File: config.mk
export PLATFORM = sky130hd
export DESIGN_NAME = tube_scan_master
export DESIGN_NICKNAME = d
export VERILOG_FILES = /design/src/rtl/tube_pkg.sv /design/src/rtl/hex7seg.sv /design/src/rtl/tube_scan_master.sv
export SDC_FILE = /design/constraint.sdc
export NUM_CORES = 1
export LEC_CHECK = 0
export ABC_AREA = 1
export BUFFER_PORTS_ARGS = -buffer_cell sky130_fd_sc_hd__clkbuf_2
export CORE_MARGIN = 4
export CORE_UTILIZATION = 51
export DETAILED_ROUTE_END_ITERATION = 16
export PLACE_DENSITY_LB_ADDON = 0.05
export SYNTH_ARGS = -nofsm -noshare
export SYNTH_HDL_FRONTEND = slang
export SYNTH_HIERARCHICAL = 1
export SYNTH_SLANG_ARGS = --single-unit
File: constraint.sdc
create_clock -name clk -period 2.6 [get_ports clk]
set_input_delay 0.26 -clock clk [delete_from_list [all_inputs] [get_ports clk]]
set_output_delay 0.26 -clock clk [all_outputs]
set_load 0.01 [all_outputs]
File: src/rtl/tube_pkg.sv
// Shared definitions for the seven-segment scan master.
//   tube_state_e : scan FSM state encoding
//   TUBE_ALL_OFF : active-low tube-enable pattern with every digit dark
//   SEG_LUT      : active-low {g,f,e,d,c,b,a} patterns for hex 0-F (bit 7 = dp off)
//   tube_en_pattern() : active-low enable pattern selecting one digit
package tube_pkg;

    typedef enum logic [2:0] {
        StIdle  = 3'd0,
        StWrOff = 3'd1,
        StWrSeg = 3'd2,
        StWrEn  = 3'd3,
        StRdEn  = 3'd4,
        StDwell = 3'd5
    } tube_state_e;

    localparam logic [3:0] TUBE_ALL_OFF = 4'hF;

    // Element n is the pattern for hex digit n.
    localparam logic [15:0][7:0] SEG_LUT = {
        8'h8E, 8'h86, 8'hA1, 8'hC6, 8'h83, 8'h88, 8'h90, 8'h80,
        8'hF8, 8'h82, 8'h92, 8'h99, 8'hB0, 8'hA4, 8'hF9, 8'hC0
    };

    function automatic logic [3:0] tube_en_pattern(input logic [1:0] idx);
        logic [3:0] sel;
        sel = 4'b0001 << idx;
        return TUBE_ALL_OFF & ~sel;
    endfunction

endpackage

File: src/rtl/hex7seg.sv
// Hex nibble plus decimal point to active-low segment byte {dp,g,f,e,d,c,b,a}.
//   nibble_i : hex value to display
//   dp_i     : 1 = decimal point lit
//   seg_o    : active-low segment byte
module hex7seg
    import tube_pkg::*;
(
    input  logic [3:0] nibble_i,
    input  logic       dp_i,
    output logic [7:0] seg_o
);

    logic [7:0] lut_byte;

    always_comb begin
        lut_byte = SEG_LUT[nibble_i];
        seg_o    = {~dp_i, lut_byte[6:0]};
    end

endmodule

File: src/rtl/tube_scan_master.sv
// Avalon-MM master that refreshes a 4-digit multiplexed seven-segment display.
// Per digit: blank enables, write segment byte, write enable pattern, read enable
// back (mismatch sets sticky err), then hold for DWELL cycles.
//   clk, reset        : clock and synchronous active-high reset
//   enable            : level, 1 = scanning runs
//   digits, dp        : four hex nibbles and decimal points, latched per frame
//   err_clr           : pulse clearing err (a simultaneous new mismatch wins)
//   avm_*             : Avalon-MM master port
//   busy              : FSM not idle
//   digit_idx         : digit currently addressed
//   frame_done        : one-cycle pulse after digit 3 finishes its dwell
//   err               : sticky readback-mismatch flag
module tube_scan_master
    import tube_pkg::*;
#(
    parameter int unsigned           ADDR_W   = 32,
    parameter logic [ADDR_W-1:0]     SEG_ADDR = ADDR_W'(32'h0000_0010),
    parameter logic [ADDR_W-1:0]     EN_ADDR  = ADDR_W'(32'h0000_0020),
    parameter int unsigned           DWELL    = 50000
) (
    input  logic              clk,
    input  logic              reset,
    input  logic              enable,
    input  logic [15:0]       digits,
    input  logic [3:0]        dp,
    input  logic              err_clr,
    output logic [ADDR_W-1:0] avm_address,
    output logic              avm_write,
    output logic              avm_read,
    output logic [31:0]       avm_writedata,
    input  logic [31:0]       avm_readdata,
    input  logic              avm_waitrequest,
    output logic              busy,
    output logic [1:0]        digit_idx,
    output logic              frame_done,
    output logic              err
);

    localparam logic [23:0] DwellLoad = 24'(DWELL - 1);

    tube_state_e state_q, state_d;
    logic [1:0]  idx_q, idx_d;
    logic [15:0] shadow_digits_q, shadow_digits_d;
    logic [3:0]  shadow_dp_q, shadow_dp_d;
    logic [23:0] cnt_q, cnt_d;
    logic        stop_q, stop_d;
    logic        frame_done_q, frame_done_d;
    logic        err_q, err_d;

    logic [3:0]  cur_nibble;
    logic        cur_dp;
    logic [7:0]  cur_seg;
    logic [3:0]  en_pattern;
    logic        xfer_done;
    logic        unused_rd;

    assign unused_rd  = ^avm_readdata[31:4];
    assign cur_nibble = shadow_digits_q[{idx_q, 2'b00} +: 4];
    assign cur_dp     = shadow_dp_q[idx_q];
    assign en_pattern = tube_en_pattern(idx_q);
    assign xfer_done  = ~avm_waitrequest;

    hex7seg u_hex7seg (
        .nibble_i (cur_nibble),
        .dp_i     (cur_dp),
        .seg_o    (cur_seg)
    );

    always_comb begin
        state_d         = state_q;
        idx_d           = idx_q;
        shadow_digits_d = shadow_digits_q;
        shadow_dp_d     = shadow_dp_q;
        cnt_d           = cnt_q;
        stop_d          = stop_q;
        frame_done_d    = 1'b0;
        // Clear first so a mismatch in the same cycle overrides it.
        err_d           = err_q & ~err_clr;

        case (state_q)
            StIdle: begin
                if (enable) begin
                    shadow_digits_d = digits;
                    shadow_dp_d     = dp;
                    idx_d           = 2'd0;
                    stop_d          = 1'b0;
                    state_d         = StWrOff;
                end
            end
            StWrOff: begin
                if (xfer_done) begin
                    if (stop_q) begin
                        stop_d  = 1'b0;
                        state_d = StIdle;
                    end else begin
                        state_d = StWrSeg;
                    end
                end
            end
            StWrSeg: begin
                if (xfer_done) state_d = StWrEn;
            end
            StWrEn: begin
                if (xfer_done) state_d = StRdEn;
            end
            StRdEn: begin
                if (xfer_done) begin
                    if (avm_readdata[3:0] != en_pattern) err_d = 1'b1;
                    cnt_d   = DwellLoad;
                    state_d = StDwell;
                end
            end
            StDwell: begin
                if (cnt_q == 24'd0) begin
                    state_d = StWrOff;
                    if (!enable) begin
                        // Blank the display once more, then park in idle.
                        stop_d = 1'b1;
                    end else if (idx_q == 2'd3) begin
                        frame_done_d    = 1'b1;
                        shadow_digits_d = digits;
                        shadow_dp_d     = dp;
                        idx_d           = 2'd0;
                    end else begin
                        idx_d = idx_q + 2'd1;
                    end
                end else begin
                    cnt_d = cnt_q - 24'd1;
                end
            end
            default: state_d = StIdle;
        endcase
    end

    always_ff @(posedge clk) begin
        if (reset) begin
            state_q         <= StIdle;
            idx_q           <= 2'd0;
            shadow_digits_q <= 16'h0000;
            shadow_dp_q     <= 4'h0;
            cnt_q           <= 24'd0;
            stop_q          <= 1'b0;
            frame_done_q    <= 1'b0;
            err_q           <= 1'b0;
        end else begin
            state_q         <= state_d;
            idx_q           <= idx_d;
            shadow_digits_q <= shadow_digits_d;
            shadow_dp_q     <= shadow_dp_d;
            cnt_q           <= cnt_d;
            stop_q          <= stop_d;
            frame_done_q    <= frame_done_d;
            err_q           <= err_d;
        end
    end

    // Bus outputs decode purely from registered state, so they stay constant
    // while waitrequest holds the FSM in place.
    always_comb begin
        avm_address   = '0;
        avm_write     = 1'b0;
        avm_read      = 1'b0;
        avm_writedata = 32'h0;
        case (state_q)
            StWrOff: begin
                avm_address   = EN_ADDR;
                avm_write     = 1'b1;
                avm_writedata = {28'h0, TUBE_ALL_OFF};
            end
            StWrSeg: begin
                avm_address   = SEG_ADDR;
                avm_write     = 1'b1;
                avm_writedata = {24'h0, cur_seg};
            end
            StWrEn: begin
                avm_address   = EN_ADDR;
                avm_write     = 1'b1;
                avm_writedata = {28'h0, en_pattern};
            end
            StRdEn: begin
                avm_address = EN_ADDR;
                avm_read    = 1'b1;
            end
            default: ;
        endcase
    end

    assign busy       = (state_q != StIdle);
    assign digit_idx  = idx_q;
    assign frame_done = frame_done_q;
    assign err        = err_q;

endmodule

==> metrics <==
Initial Util=52.3%; Buf+Inv Stages, Crit Path=3; syn avg cell area=6.71 um^2; Clock Latency Late Sink=0.30 ns; Final nets=approximately 670; number of global-route vias before repair=3018; std cell rows=31; Inserted Diodes=0; post-synthesis cell area=0.00377 mm^2; RSZ-0062 raised after global routing=false; Routed Wire Length=8.53 mm; antenna viol nets, final=0; GRT Residual Overflow=0; synth unique cells=37; RePlAce Congestion=0.814; H-tree level count=2; FF+latch area=0.00105 mm^2; peak supply drop=approximately 0.6 mV; WP data required=approximately 2.3 ns; Post-synth EDFFs=0; CP arrival=around 2.2 ns; hpwl dp=6.28 mm; Setup CP Type=reg -> out; average wire per standard cell=12.2 um; final hold vios=0; post-synth top area share=27.6%; share of flip-flops with an asynchronous set or reset=0%; Port Buffers=45; width of the die=94.0 um; DRC=0; Die Y=94.0 um; clock-pin slew on the worst setup and hold paths=0.09 ns; number of max-cap violations=0; Synth area leader=dfxtp_1; Slew Viols, Final=0; synth-to-layout area growth=5.51%; CP delay by family, top=buffers and inverters; via count=between 3000 and 4000; crit path max-delay cell type=dfxtp_4; Critical Path Sink Type=output pin; CTS Hold Bufs=0; Critical Path Fanout Max=13; initial antenna violation count=0; post-synthesis sequential area ratio=27.6%; Pwr Total=4.83 mW; Final Setup Violations=0; cells along the critical path=clkinvlp_4 > o21ai_0 > o22ai_1 > inv_1 > ha_1 > nand2_1 > nand3_1 > nand2_1 > nand2_1 > o211ai_1 > clkbuf_2; Worst Hold Class=in -> reg; skew final=0.00869 ns; LEAKAGE=between 1.5 and 2 nW; dpl cells=694; first-pass GRT wire length=14.1 mm; largest net degree at the start of global routing=37; fill cell count=756; Root Buffer=clkbuf_8; CP Launch Type=flop; via/cell ratio=approximately 5; Synth warnings=6; Sinks on Clock Net=52; DR pass1 iterations=4; Core Box Area=0.00721 mm^2; ys flop type=dfxtp_1; final period utilization=93.3%; final worst path period need=2.43 ns; PD cells=1220 mW/mm^2; TritonCTS buffer count=5; Clock Path Buffers=2; proportion of layout cells with a drive suffix above 1=15.4%; CTS tree=yes; Fmax=0.412 GHz; total negative slack=0 ns; DRT iter0 DRCs=151; area of the multi-input gates=0.00218 mm^2; commonest cells in the netlist=nand2_1 (131), nor2_1 (65), buf_4 (59); Hold WS=0.199 ns; die area=0.00883 mm^2; top-count cell post-synth=nand2_1; post-route insts no fill=701; num ports=128; Top cell by count, worst path=nand2_1; gr usage total=19.4%; Mapped Cells=562; status=complete, no violations; CP max stage delay=0.38 ns; synth top area cells=dfxtp_1 (28%), nand2_1 (13%), buf_4 (12%); #FFs+latches synth=52
-- sequential cells by signal, indices dropped and copies added, names as in the netlist --
| register | count |
|---|---|
| cnt_q | 24 |
| shadow_digits_q | 16 |
| shadow_dp_q | 4 |
| state_q | 3 |
| digit_idx | 2 |
| err | 1 |
| frame_done | 1 |
| stop_q | 1 |
-- per-layer routing --
metal	track usage, %	part of all wire, %
met3	2.56	5.5
met2	33.8	49
met4	3.25	0.62
met1	25.8	45
met5	0	0
-- layout make-up --
class / count / share of cell area [%]
multi-input cells: 434 / 54.9
flip-flops and latches: 52 / 26.3
repair buffers: 56 / 7.93
inverters: 54 / 5.32
well taps: 99 / 3.11
clock buffers: 5 / 1.73
clock inverters: 1 / 0.755
-- worst paths after layout --
kind	end	slack [ns]	startpoint	cells after the start
worst max-delay path	avm_writedata[3]	0.17	digit_idx[0]	11
worst min-delay path	err	0.20	err_clr	4
worst max register to register	cnt_q[15]	0.70	cnt_q[0]	12
worst min register to register	shadow_digits_q[7]	0.47	shadow_digits_q[7]	2
-- tightest hold or removal path: cells and delay by family --
family                 cells  cell delay [ns]
AO/OA/AOI/OAI              1             0.05
AND/OR/NAND/NOR            1             0.04
buffers and inverters      2             0.10
-- cell families (layout without fill, tap and decap cells) --
logic type / Yosys count / in the layout / synth area share, %
xor+xnor: 13 / 13 / 3.02
compound gates: 75 / 75 / 11.1
other cells: 1 / 54 / 0.0995
buf+inv: 129 / 116 / 19.8
fa+ha+maj: 13 / 13 / 4.31
simple gates: 279 / 279 / 34.1
flops: 52 / 52 / 27.6
-- report_power, final --
group	leakage (nW)	internal, mW	switching, mW
clock	0.0501	0.277	0.258
combinational	1.46	1.11	2.03
sequential	0.424	0.989	0.171
total	1.94	2.37	2.46
-- layout by cell type (no fill, tap or decap), types with 10 or more instances in the layout --
cell type,Yosys,final
nand2_1,131,130
nor2_1,65,65
conb_1,1,54
dfxtp_1,52,50
inv_1,50,48
clkbuf_2,0,45
a21oi_1,38,38
nand4_1,32,32
nand3_1,26,26
o21ai_0,20,20
ha_1,13,13
xor2_1,12,12
buf_4,59,10
-- timing repair --
action | in CTS | in global routing
endpoints found under the hold margin | 0 | 0
buffers inserted | 0 | 1
resized for setup | 0 | 8
endpoints found under the setup margin | 0 | 6
-- per-stage QoR --
step	utilization [%]	setup slack (ns)	area [um^2]
after floorplan	-	0.363	3970
after global placement	53.4	0.438	3850
after detailed placement	53.4	0.419	3850
after CTS	54.8	0.0773	3950
after global routing	55.1	0.0138	3980
final	55.1	0.175	3980
(Power assumes the default switching activity.)
